--- src/rtl/cpu_pkg.sv ---
// Shared constants and types for the integer register file.
package cpu_pkg;

  localparam int unsigned DATA_WIDTH = 64;
  localparam int unsigned ADDR_WIDTH = 5;
  localparam int unsigned NUM_REGS   = 2 ** ADDR_WIDTH;
  localparam int unsigned ZERO_REG   = 31;

  typedef logic [DATA_WIDTH-1:0] word_t;
  typedef logic [ADDR_WIDTH-1:0] reg_idx_t;

  localparam reg_idx_t ZERO_IDX = ADDR_WIDTH'(ZERO_REG);

endpackage

--- src/rtl/decoder5_32.sv ---
// Write-address decoder: one-hot per-register write enables, XZR never enabled.
module decoder5_32
  import cpu_pkg::*;
(
  input  reg_idx_t              write_addr_i,
  input  logic                  write_en_i,
  output logic [NUM_REGS-1:0]   reg_we_c
);

  always_comb begin
    reg_we_c = '0;
    if (write_en_i) begin
      reg_we_c[write_addr_i] = 1'b1;
    end
    reg_we_c[ZERO_REG] = 1'b0;
  end

endmodule

--- src/rtl/reg_file_32x64.sv ---
// ARM64 integer register file: 32x64, two combinational read ports, one write port, X31 reads zero.
// Define REGFILE_BYPASS_EN for same-cycle write-through forwarding to the read ports.
module reg_file_32x64
  import cpu_pkg::*;
(
  input  logic     clk,
  input  logic     reset,
  input  reg_idx_t read_addr_a,
  input  reg_idx_t read_addr_b,
  input  reg_idx_t write_addr,
  input  word_t    write_data,
  input  logic     write_en,
  output word_t    read_data_a,
  output word_t    read_data_b
);

  logic [NUM_REGS-1:0] reg_we;
  word_t               regs_q [NUM_REGS];

  decoder5_32 u_decoder (
    .write_addr_i (write_addr),
    .write_en_i   (write_en),
    .reg_we_c     (reg_we)
  );

  // Reset clears every entry and drops any write in the same cycle
  always_ff @(posedge clk) begin
    if (reset) begin
      for (int i = 0; i < NUM_REGS; i++) begin
        regs_q[i] <= '0;
      end
    end else begin
      for (int i = 0; i < NUM_REGS; i++) begin
        if (reg_we[i]) begin
          regs_q[i] <= write_data;
        end
      end
    end
  end

`ifdef REGFILE_BYPASS_EN
  logic fwd_ok;
  assign fwd_ok = write_en && !reset && (write_addr != ZERO_IDX);
`endif

  always_comb begin
    read_data_a = regs_q[read_addr_a];
    if (read_addr_a == ZERO_IDX) begin
      read_data_a = '0;
    end
`ifdef REGFILE_BYPASS_EN
    if (fwd_ok && (write_addr == read_addr_a)) begin
      read_data_a = write_data;
    end
`endif
  end

  always_comb begin
    read_data_b = regs_q[read_addr_b];
    if (read_addr_b == ZERO_IDX) begin
      read_data_b = '0;
    end
`ifdef REGFILE_BYPASS_EN
    if (fwd_ok && (write_addr == read_addr_b)) begin
      read_data_b = write_data;
    end
`endif
  end

endmodule

--- config.mk ---
export PLATFORM = sky130hd
export DESIGN_NAME = reg_file_32x64
export DESIGN_NICKNAME = d
export VERILOG_FILES = /design/src/rtl/cpu_pkg.sv /design/src/rtl/decoder5_32.sv /design/src/rtl/reg_file_32x64.sv
export SDC_FILE = /design/constraint.sdc
export NUM_CORES = 2
export LEC_CHECK = 0
export CAP_MARGIN = 10
export CORE_UTILIZATION = 30
export CTS_CLUSTER_DIAMETER = 40
export DETAILED_ROUTE_END_ITERATION = 12
export PLACE_DENSITY_LB_ADDON = 0.25
export SYNTH_ARGS = -nofsm -noshare
export SYNTH_HDL_FRONTEND = slang
export SYNTH_SLANG_ARGS = --single-unit
--- constraint.sdc ---
create_clock -name clk -period 8.4 [get_ports clk]
set_input_delay 0.84 -clock clk [delete_from_list [all_inputs] [get_ports clk]]
set_output_delay 0.84 -clock clk [all_outputs]
set_load 0.02 [all_outputs]
==> results.txt <==
----------------------------------------------------
[Pwr]
  Share of total power consumed by net switching ... 0.258
  Net switching power figure ... 0.00736 W
  Pwr per Cell Area ... 248 nW/µm²
  Logic pwr share ... 0.119
  Design internal power ... 0.0212 W
  Reported leakage power ... 39.2 nW
  Clock Power Share ... 0.463
  Proportion of power drawn by flip-flops and latches ... 0.418
  IR Drop Worst-Case VDD ... 0.000174 V

[Clock network]
  Number of clock sinks seen by CTS ... 1984
  Post-CTS Setup Repair Bufs ... 0
  Deepest clock path buffer count ... 4
  TritonCTS clock tree ... done
  Post-CTS Resized ... 0
  Cell at the root of the clock tree ... sky130_fd_sc_hd__clkbuf_16
  # hold bufs at CTS ... 0
  Number of buffers created by CTS ... 319
  Post-CTS clock slew at the launch and capture registers of the worst setup and hold paths ... 0.05 ns
  CTS H-tree depth ... 5

[Final layout]
  Synthesis-to-finish area growth ... 17.6%
  Largest register FFs ... 1984
  Biggest registers after layout ... regs_q x1984
  Area of all placed cells without fillers ... 115000 µm²
  Fraction of layout cells with a size suffix above 1 ... 0.259
  Number of fillers in the final layout ... 30600
  Final net count ... 6386
  Register bank with the most flops ... regs_q
  Post-layout util ... 0.355

[Floorplanning]
  Starting utilization of the core area ... 0.302
  Die X ... 574 µm
  Row cnt ... 209
  Num ports ... 210
  Die area ... 329000 µm²
  Area of the placeable core ... 325000 µm²
  Height of the die ... 574 µm

[Detailed routing]
  Remaining antenna violation count ... 0
  Ratio of routed vias to standard cells ... 5.82
  Routed vias ... 63300
  Drt first-iter violations ... 8308
  Number of design rule violations left after detail routing ... 0
  Total detailed-routing wirelength ... 380000 µm
  Pre-Repair DR Iteration Count ... 6
  Routed wire length per instance ... 34.9 µm

[Worst hold path]
  Hold_sp ... write_data[34]
  Hold endpoint ... regs_q[9][34]
  Worst hold path class ... primary input to flop
  Number of cells on the worst hold path ... 4

[Critical path]
  Critical Path RT ... 7.56 ns
  CP peak stage delay ... 0.76 ns
  CP max FO ... 57
  Worst setup path class ... primary input to primary output
  Slowest-stage cell, CP ... sky130_fd_sc_hd__clkdlybuf4s50_1
  Startpoint class of the critical path ... primary input
  Capturing element type of the critical path ... primary output
  Cells traversed along the worst timing path ... buf_8 > buf_4 > buf_4 > mux2i_1 > a22oi_1 > nand4_1 > a31oi_1 > clkdlybuf4s50_1
  Crit-path most repeated cell ... sky130_fd_sc_hd__buf_4
  Critical path data arrival time ... 4.78 ns

[Placement]
  HPWL after detailed placement ... 213000 µm
  Final weighted congestion of routability-driven global placement ... 0.828
  Port buffer count ... 209
  Area after DPL ... 105000 µm²

[Synthesis]
  Count of yosys warnings during synthesis ... 0
  Sequential element share of the synthesized area ... 0.608
  Post-synthesis area per instance ... 15.7 µm²
  Netlist area before placement ... 98000 µm²
  Cell count after synthesis ... 6261
  Post-synthesis cell type count ... 43
  Share of async-settable or async-resettable flops after synthesis ... 0
  Count of flip-flops with a built-in enable after synthesis ... 1984
  Flip-flop and latch count after synthesis ... 1984
  Predominant post-synthesis flop cell ... sky130_fd_sc_hd__edfxtp_1
  Number of nets in the synthesized netlist ... 6343

[Global route]
  Global-route wire length before repair ... 520000 µm
  Number of antenna violations at the first check in global routing ... 12
  Vias in the first global route ... 63800
  Largest net degree at the start of global routing ... 114
  Total congestion overflow ... 0
  Total routing usage reported by global routing ... 0.226

[Timing]
  WHS ... 0.899 ns
  Final count of hold timing violations ... 0
  Unrepaired setup endpoints after global routing ... false
  Period utilization ... 0.669
  FMAX ... 0.178 GHz
  Max-slew violation count ... 0
  Period minus WS final ... 5.62 ns
  Number of endpoints failing setup at the final stage ... 0
  Slew Limit Headroom ... 0.132
  Final setup TNS ... 0 ns
  Slew at the pin closest to its max-slew limit ... 1.30 ns

[Job]
  Max_cap viols ... 0

[Run status]
  Run status ... finished, final reports clean

----------------------------------------------------
==> power groups by stage <==
stage	registers, W	clock network (W)	logic, W
final	0.0120	0.0132	0.00340
after global placement	0.0121	0	0.00339
after floorplan	0.0120	0	0.00207
after CTS	0.0119	0.0133	0.00341
after global routing	0.0120	0.0137	0.00353
after detailed placement	0.0121	0	0.00340
==> per-layer routing <==
metal  routed length (µm)  track usage  part of all wire  vias up
met5                    0            0                 0        -
met4                15900       0.0887             0.042        0
met3                34300       0.0439             0.090      701
met2               178000        0.361              0.47     3659
met1               152000        0.302              0.40    34100
li1                     -            -                 -    24900
==> final cells by class <==
| class | instances | area (µm²) | area share |
|---|---|---|---|
| multi-input combinational | 3524 | 35600 | 0.309 |
| sequential | 1984 | 59600 | 0.517 |
| timing repair buffer | 380 | 3700 | 0.0321 |
| antenna | 6 | 15.0 | 0.000130 |
| clock buffer | 356 | 8270 | 0.0718 |
| tap | 4325 | 5410 | 0.0470 |
| inverter | 95 | 359 | 0.00312 |
| clock inverter | 220 | 2300 | 0.0199 |
==> worst max path at each step <==
stage	to	slack [ns]	from
3_5_place_dp	read_data_a[17]	2.79	read_addr_a[1]
4_1_cts	read_data_a[17]	2.73	read_addr_a[1]
5_1_grt	read_data_a[17]	2.67	read_addr_a[1]
6_report	read_data_a[17]	2.78	read_addr_a[1]
2_1_floorplan	regs_q[20][0]	3.58	write_addr[1]
3_3_place_gp	read_data_a[17]	2.68	read_addr_a[1]
==> cells in the final DEF (no fill, tap or decap), drive strengths merged, types with 63 or more instances in the layout <==
cell type,count
mux2i,446
inv,138
a2bb2oi,63
clkdlybuf4s50,199
edfxtp,1984
a21oi,64
a22oi,63
mux2,96
o22ai,98
buf,181
nand2b,86
a211o,71
mux4,835
clkbuf,356
clkinv,119
nor2,1294
==> cells in the mapped netlist (64+ instances only) <==
library cell / count / area (µm²)
sky130_fd_sc_hd__edfxtp_1: 1984 / 59600
sky130_fd_sc_hd__nor2_1: 1294 / 4860
sky130_fd_sc_hd__mux4_2: 835 / 18800
sky130_fd_sc_hd__mux2i_1: 446 / 4460
sky130_fd_sc_hd__clkbuf_1: 297 / 1110
sky130_fd_sc_hd__buf_2: 159 / 796
sky130_fd_sc_hd__buf_1: 129 / 484
sky130_fd_sc_hd__o22ai_1: 98 / 613
sky130_fd_sc_hd__mux2_2: 96 / 1080
sky130_fd_sc_hd__inv_1: 95 / 357
sky130_fd_sc_hd__nand2b_1: 86 / 538
sky130_fd_sc_hd__a211o_1: 71 / 622
sky130_fd_sc_hd__a21oi_1: 64 / 320
==> stage by stage <==
stage,worst slack (ns),power [W],cells
after floorplan,3.58,0.0141,6261
after global placement,2.68,0.0155,10300
after detailed placement,2.79,0.0155,10300
after CTS,2.73,0.0287,10900
after global routing,2.67,0.0293,10900
final,2.78,0.0286,10900
==> cell families after synthesis <==
logic type             Yosys count  share of synthesized area
multiplexers                  1377                      0.248
flip-flops                    1984                      0.608
AO/OA/AOI/OAI                  615                     0.0460
AND/OR/NAND/NOR               1532                     0.0631
buffers and inverters          753                     0.0347
==> critical path, delay by kind of cell <==
family	cells	cell delay (ns)
AND/OR/NAND/NOR	1	0.16
buffers and inverters	4	2.47
AO/OA/AOI/OAI	2	0.96
multiplexers	1	0.17
Note: power is estimated with default switching activity, not from simulation.
